[config.mk]
export PLATFORM = sky130hd
export DESIGN_NAME = sprite_dma
export DESIGN_NICKNAME = d
export VERILOG_FILES = /design/src/rtl/sprite_dma_pkg.sv /design/src/rtl/dma_skid_reg.sv /design/src/rtl/sprite_dma.sv
export SDC_FILE = /design/constraint.sdc
export NUM_CORES = 1
export LEC_CHECK = 0
export ABC_AREA = 1
export BUFFER_PORTS_ARGS = -buffer_cell sky130_fd_sc_hd__buf_2
export CAP_MARGIN = 5
export CORE_ASPECT_RATIO = 1.4
export CORE_MARGIN = 10
export CORE_UTILIZATION = 59
export CTS_CLUSTER_SIZE = 8
export DETAILED_ROUTE_END_ITERATION = 8
export PLACE_DENSITY = 0.91
export SETUP_SLACK_MARGIN = 0.05
export SYNTH_ARGS = -nofsm -noshare
export SYNTH_HDL_FRONTEND = slang
export SYNTH_SLANG_ARGS = --single-unit
[constraint.sdc]
create_clock -name clock -period 3.5 [get_ports clock]
set_clock_uncertainty 0.05 [all_clocks]
set_input_delay 0.7 -clock clock [delete_from_list [all_inputs] [get_ports clock]]
set_output_delay 0.7 -clock clock [all_outputs]
set_load 0.05 [all_outputs]
[src/rtl/sprite_dma_pkg.sv]
// Shared types and default widths for the sprite list DMA engine.
package sprite_dma_pkg;
   localparam int unsigned DEF_DATA_W = 16;
   localparam int unsigned DEF_ADDR_W = 10;

   typedef enum logic [2:0] {
      IDLE,
      COPY,
      DRAIN,
      CLEAR,
      FINISH
   } dma_state_t;
endpackage

[src/rtl/dma_skid_reg.sv]
// One-entry address+data holding register that parks a read result while the
// destination port is contended.
module dma_skid_reg #(
   parameter int unsigned DATA_W = 16,
   parameter int unsigned ADDR_W = 10
) (
   input  logic              clock,
   input  logic              reset,
   input  logic              load,
   input  logic              unload,
   input  logic [ADDR_W-1:0] load_addr,
   input  logic [DATA_W-1:0] load_data,
   output logic              full,
   output logic [ADDR_W-1:0] addr,
   output logic [DATA_W-1:0] data
);
   always_ff @(posedge clock) begin
      if (reset) begin
         full <= 1'b0;
         addr <= '0;
         data <= '0;
      end else if (load) begin
         full <= 1'b1;
         addr <= load_addr;
         data <= load_data;
      end else if (unload) begin
         full <= 1'b0;
      end
   end
endmodule

[src/rtl/sprite_dma.sv]
// Sprite RAM -> sprite buffer bulk copy engine.
// Optional macro SPRITE_DMA_CLEAR_EN zero-fills the buffer tail after the copy.
module sprite_dma
   import sprite_dma_pkg::*;
#(
   parameter int unsigned DATA_W = DEF_DATA_W,
   parameter int unsigned ADDR_W = DEF_ADDR_W
) (
   input  logic              clock,
   input  logic              reset,
   input  logic              start,
   input  logic [ADDR_W:0]   count,
   input  logic              hold,
   output logic              busy,
   output logic              done,
   output logic [ADDR_W-1:0] src_addr,
   input  logic [DATA_W-1:0] src_q,
   output logic              dst_wren,
   output logic [ADDR_W-1:0] dst_addr,
   output logic [DATA_W-1:0] dst_data
);
   localparam logic [ADDR_W-1:0] PTR_ONE = ADDR_W'(1);
   localparam logic [ADDR_W:0]   CNT_ONE = (ADDR_W+1)'(1);

   dma_state_t        state_q;
   logic [ADDR_W-1:0] rd_ptr_q;
   logic [ADDR_W:0]   remaining_q;
   logic [ADDR_W-1:0] src_addr_q;
   logic              pipe_valid_q;
   logic [ADDR_W-1:0] pipe_addr_q;
   logic              skid_full;
   logic [ADDR_W-1:0] skid_addr;
   logic [DATA_W-1:0] skid_data;
   logic              issue;
   logic              pipe_write;
   logic              skid_unload;
   logic              drain_empty;
`ifdef SPRITE_DMA_CLEAR_EN
   localparam logic [ADDR_W:0] DEPTH = {1'b1, {ADDR_W{1'b0}}};
   logic [ADDR_W-1:0] clr_ptr_q;
   logic [ADDR_W:0]   clr_rem_q;
   logic              clr_write;
   assign clr_write = (state_q == CLEAR) && !hold;
`endif

   // Skid and pipeline are never valid together: a skid load implies hold, which
   // blocked the read that would otherwise refill the pipeline.
   assign issue       = (state_q == COPY) && !hold && !skid_full;
   assign pipe_write  = pipe_valid_q && !hold;
   assign skid_unload = skid_full && !hold;
   assign drain_empty = !hold || !(pipe_valid_q || skid_full);
   assign src_addr    = issue ? rd_ptr_q : src_addr_q;

   dma_skid_reg #(.DATA_W(DATA_W), .ADDR_W(ADDR_W)) u_skid (
      .clock     (clock),
      .reset     (reset),
      .load      (pipe_valid_q && hold),
      .unload    (skid_unload),
      .load_addr (pipe_addr_q),
      .load_data (src_q),
      .full      (skid_full),
      .addr      (skid_addr),
      .data      (skid_data)
   );

   always_comb begin
      dst_wren = 1'b0;
      dst_addr = '0;
      dst_data = '0;
      if (skid_unload) begin
         dst_wren = 1'b1;
         dst_addr = skid_addr;
         dst_data = skid_data;
      end else if (pipe_write) begin
         dst_wren = 1'b1;
         dst_addr = pipe_addr_q;
         dst_data = src_q;
`ifdef SPRITE_DMA_CLEAR_EN
      end else if (clr_write) begin
         dst_wren = 1'b1;
         dst_addr = clr_ptr_q;
`endif
      end
   end

   always_ff @(posedge clock) begin
      if (reset) begin
         state_q      <= IDLE;
         rd_ptr_q     <= '0;
         remaining_q  <= '0;
         src_addr_q   <= '0;
         pipe_valid_q <= 1'b0;
         pipe_addr_q  <= '0;
         busy         <= 1'b0;
         done         <= 1'b0;
`ifdef SPRITE_DMA_CLEAR_EN
         clr_ptr_q    <= '0;
         clr_rem_q    <= '0;
`endif
      end else begin
         done         <= 1'b0;
         pipe_valid_q <= issue;
         if (issue) begin
            pipe_addr_q <= rd_ptr_q;
            src_addr_q  <= rd_ptr_q;
            rd_ptr_q    <= rd_ptr_q + PTR_ONE;
            remaining_q <= remaining_q - CNT_ONE;
         end
         case (state_q)
            IDLE: begin
               if (start) begin
                  remaining_q <= count;
                  rd_ptr_q    <= '0;
                  busy        <= 1'b1;
                  state_q     <= (count == '0) ? DRAIN : COPY;
`ifdef SPRITE_DMA_CLEAR_EN
                  clr_ptr_q   <= count[ADDR_W-1:0];
                  clr_rem_q   <= DEPTH - count;
`endif
               end
            end
            COPY: begin
               if (issue && remaining_q == CNT_ONE) state_q <= DRAIN;
            end
            DRAIN: begin
               if (drain_empty) begin
`ifdef SPRITE_DMA_CLEAR_EN
                  if (clr_rem_q != '0) begin
                     state_q <= CLEAR;
                  end else begin
                     state_q <= FINISH;
                     busy    <= 1'b0;
                     done    <= 1'b1;
                  end
`else
                  state_q <= FINISH;
                  busy    <= 1'b0;
                  done    <= 1'b1;
`endif
               end
            end
`ifdef SPRITE_DMA_CLEAR_EN
            CLEAR: begin
               if (!hold) begin
                  clr_ptr_q <= clr_ptr_q + PTR_ONE;
                  clr_rem_q <= clr_rem_q - CNT_ONE;
                  if (clr_rem_q == CNT_ONE) begin
                     state_q <= FINISH;
                     busy    <= 1'b0;
                     done    <= 1'b1;
                  end
               end
            end
`endif
            FINISH:  state_q <= IDLE;
            default: state_q <= IDLE;
         endcase
      end
   end
endmodule

=== Word level (Yosys, flattened, before mapping) ===
Index checks and enable logic that the tools add are counted.

* Add/sub/neg operators: 2
* Eq/ne operators: 6
* Mux-type cells: 24
* Bitwise gates (word level): 1
* Reductions and logical operators: 18

{| class="wikitable"
|+ Operators with widths
! cell !! number
|-
| 10-bit two-way mux || 6
|-
| 11-bit two-way mux || 3
|-
| 16-bit two-way mux || 2
|-
| 11-bit by 1-bit equality test with 1-bit output, second input constant || 1
|-
| 11-bit zero test || 1
|-
| 11-bit by 1-bit subtractor with 11-bit output, second input constant || 1
|-
| 10-bit by 1-bit adder with 10-bit output, second input constant || 1
|-
| 3-bit two-way mux || 3
|-
| 3-bit one-hot mux with 3 select lines || 1
|-
| 1-bit two-way mux || 7
|-
| 1-bit logical AND || 6
|-
| 3-bit AND reduction || 2
|-
| 2-bit inequality test, second input constant || 2
|-
| 2-bit nonzero test || 2
|-
| 3-bit by 1-bit equality test with 1-bit output, second input constant || 1
|-
| 3-bit by 2-bit equality test with 1-bit output, second input constant || 1
|-
| 1-bit zero test || 3
|-
| 3-bit zero test || 1
|-
| 1-bit logical OR || 2
|-
| 2-bit two-way mux || 1
|-
| 2-bit by 1-bit inequality test with 1-bit output, second input constant || 1
|-
| 1-bit one-hot mux with 2 select lines || 1
|-
| 2-bit OR reduction || 1
|-
| 1-bit inverter || 1
|}

* Flip-flop bits (word level): 74
* Bits of input ports: 31
* Output and inout port bits: 39

=== Depth between registers and ports, before layout ===
* Depth after elaboration: 6
* Gate-level depth with buffers: 10
* Depth with buffers taken out: 10

=== Modules after synthesis ===
From an unflattened synthesis, not the netlist that was laid out.

* Cells, all modules: 473
* Area total of the unflattened synthesis: 3,502.1 um2

{| class="wikitable"
|+ Modules (own cells, without submodules)
! module !! instances !! cells each !! area an instance (um2) !! seq. area each (um2)
|-
| sprite_dma || 1 || 356 || 2,534.9 || 940.9
|-
| dma_skid_reg || 1 || 117 || 967.2 || 540.5
|}

=== Worst setup path before layout ===
No wires, ideal clock.

* Path type: input to output
* Start: input port hold
* End: output port src_addr[9]
* Arrival: 1.667 ns
* Required time: 2.750 ns
* Slack: 1.083 ns
* Stages: 7
* Path buffers: 2
* Cells stage by stage: nor2_8 > inv_2 > nor2_4 > buf_6 > buf_6 > nand2_2 > nand2_1

* Longest elaborated chain between the ends: 4

{| class="wikitable"
|+ RTL lines
! what !! line !! text
|-
| start, declared || sprite_dma.sv:13 || <nowiki>input logic hold,</nowiki>
|-
| 1-bit zero test || sprite_dma.sv:48 || <nowiki>assign issue = (state_q == COPY) && !hold && !skid_full;</nowiki>
|-
| 1-bit logical AND (2 in series) || sprite_dma.sv:48 ||
|-
| 10-bit two-way mux || -- ||
|-
| end, declared || sprite_dma.sv:16 || <nowiki>output logic [ADDR_W-1:0] src_addr,</nowiki>
|}

No other way between the ends.

=== Worst setup path after layout ===
* Start: register state_q[2]
* End: output port src_addr[6]

* Longest elaborated chain between the ends: 4

{| class="wikitable"
|+ RTL lines
! what !! line !! text
|-
| start, declared || sprite_dma.sv:25 || <nowiki>dma_state_t state_q;</nowiki>
|-
| start signal, assigned || sprite_dma.sv:115 || <nowiki>state_q <= (count == '0) ? DRAIN : COPY;</nowiki>
|-
| 3-bit by 1-bit equality test with 1-bit output || sprite_dma.sv:48 ||
|-
| 1-bit logical AND (2 in series) || sprite_dma.sv:48 ||
|-
| 10-bit two-way mux || -- ||
|}

No other way between the ends.

==> flow_metrics.tcl <==
set metrics [dict create \
    yosysUniqueCellTypes 32 \
    clock_latency_ps 360 \
    drive_gt1_frac 0.189 \
    grt_pass1_vias 3373 \
    grt_pass1_wl_um 14800 \
    overflow 0 \
    worstHoldPathType "reg -> reg" \
    report.final.hold_viol_count 0 \
    powerDensity_nw_per_um2 573 \
    slew_headroom 0.324 \
    wl_per_cell_um 13.5 \
    end_kind "primary output" \
    final_util 0.691 \
    cap_violations 0 \
    min_period_ps 2850 \
    max_freq_ghz 0.351 \
    grt_antenna_before_repair 0 \
    dieArea_um2 9620 \
    syn-num-nets 559 \
    clock-sinks 74 \
    worstSetupPathType "reg -> out" \
    setup_slack_ps 650 \
    grt_max_degree 38 \
    yosysWarnings 0 \
    status "finished, final reports clean" \
    via_per_inst 5.50 \
    clk_path_buf_depth 2 \
    mostFrequentLayoutCells "nand2_1, nor2_1, nand3_1, dfxtp_1, buf_2" \
    power_leakage_nw 1.94 \
    startpoint_type "register" \
    gp_congestion 0.893 \
    ys_ff_latch 74 \
    finalSetupTns_ps 0 \
    nNetsFinal 617 \
    h-tree-depth 3 \
    power.switching_w 0.000898 \
    cts_tree "yes" \
    postCtsSetupBuffers 0 \
    rsz0062_at_grt "false" \
    cts_resized 0 \
    slew_violations 0 \
    dr.pass1.iters 5 \
    p_int_w 0.00143 \
    die_y_um 112 \
    netlist_instances 525 \
    setup_viol 0 \
    arrival_ps 2100 \
    dpl.hpwl_um 6290 \
    power_frac_clock 0.245 \
    seq_power_share 0.447 \
    switching_share 0.387 \
    start_util 0.610 \
    clk_pin_slew_ps 70 \
    cp_max_fo 20 \
    drc_errors 0 \
    io_buffers 69 \
    core_um2 5860 \
    drtIter0Drc 183 \
    final_common_cell "nand2_1" \
    pwr-share-comb 0.308 \
    cts_hold_buf 0 \
    cts_root_buf "clkbuf_8" \
    min_period_over_period 0.814 \
    syn2layout_area_growth_pct 13.3 \
    drt_wl_total_um 8900 \
    dieWidth_um 85.8 \
    ir_drop_uv 351 \
    pre_cts_ws_ps 699 \
    antenna_left 0 \
    worstPathRequired_ps 2750 \
    groute.usage.overall 0.183 \
    num_rows 33 \
    synth_seq_area_share 0.414 \
    syn_area_per_cell_um2 6.82 \
    tightest_slew_ps 1010 \
    synth_area_um2 3580 \
    antenna_cells 0 \
    vias 3618 \
    ios 70 \
    numCtsBuffers 9 \
]
-- area by class of cell --
type / count / area [um2]
clock buffers: 11 / 131
repair buffers: 74 / 383
inverters: 41 / 154
flip-flops and latches: 74 / 1480
multi-input cells: 383 / 1790
clock inverters: 5 / 31.3
fillers: 483 / 1810
well taps: 70 / 87.6
-- synthesized netlist by cell type --
cell,n,area [um2]
dfxtp_1,74,1480
nand2_1,114,428
inv_2,2,7.51
nor3b_1,1,7.51
and3_1,1,6.26
a21oi_2,2,17.5
nand3_1,75,375
nor3_2,2,20.0
buf_6,6,67.6
o211ai_1,2,15.0
o21ai_0,41,205
nor2_4,3,33.8
xor2_1,1,8.76
buf_1,4,15.0
nor3_1,4,20.0
nand4_1,3,18.8
clkbuf_1,12,45.0
nor2_8,1,20.0
nand2_2,8,50.1
clkinv_1,1,3.75
nor2_2,4,25.0
a21oi_1,24,120
inv_1,38,143
o22ai_1,1,6.26
o21ai_1,2,10.0
buf_2,3,15.0
a31oi_1,4,25.0
ha_1,3,37.5
nor2_1,85,319
nand3_2,1,10.0
buf_4,2,15.0
and2_1,1,6.26
-- stage by stage --
| stage | cell area, um2 | instances | power [W] | hold slack, ps |
|---|---|---|---|---|
| 3_5_place_dp | 3890 | 642 | 0.00177 | 415 |
| 5_1_grt | 4050 | 658 | 0.00247 | 457 |
| 2_1_floorplan | 3580 | 525 | 0.00163 | 394 |
| 6_report | 4050 | 658 | 0.00232 | 431 |
| 3_3_place_gp | 3890 | 642 | 0.00173 | 405 |
| 4_1_cts | 4050 | 658 | 0.00233 | 430 |
-- kinds of logic after synthesis --
kind of cell | count (synthesis) | synth area share
buffers and inverters | 68 | 0.0871
adders and majority gates | 3 | 0.0105
AOI/OAI and AO/OA | 76 | 0.112
and+or+nand+nor | 303 | 0.374
xor gates and xnor gates | 1 | 0.00245
DFF | 74 | 0.414
-- worst paths after layout --
kind	endpoint	startpoint	depth (start not counted)	slack, ps
worst min register to register	src_addr_q[4]	src_addr_q[4]	2	430
worst min-delay path	src_addr_q[4]	src_addr_q[4]	2	430
worst max register to register	u_skid.addr[2]	pipe_valid_q	4	1490
worst max-delay path	src_addr[6]	state_q[2]	6	650
-- metal layers --
metal	GRT usage	vias up	wire length (um)	share of wire
li1	-	1815	-	-
met5	0	-	0	0
met3	0.0557	15	671	0.075
met1	0.198	1657	3470	0.39
met4	0.0716	0	160	0.018
met2	0.320	131	4600	0.52
-- power groups by stage --
stage,Sequential [W],Combinational [W],Clock (W)
5_1_grt,0.00105,0.000812,0.000610
3_3_place_gp,0.00105,0.000685,0
6_report,0.00104,0.000717,0.000569
3_5_place_dp,0.00105,0.000711,0
4_1_cts,0.00104,0.000716,0.000574
2_1_floorplan,0.00105,0.000583,0
-- sequential cells by signal, indices dropped and copies added (netlist names), 3 cells and up --
register,cells
rd_ptr_q,10
u_skid.addr,10
state_q,3
u_skid.data,16
pipe_addr_q,10
src_addr_q,10
remaining_q,11
-- worst max-delay path, stage by stage, from the launching register on --
cell and delay [ps]:
dfxtp_1 340, nor2_2 180, nand2_1 150, nor2_4 460, nand2_1 230, nand2_1 110, buf_2 270
(Power assumes the default switching activity.)
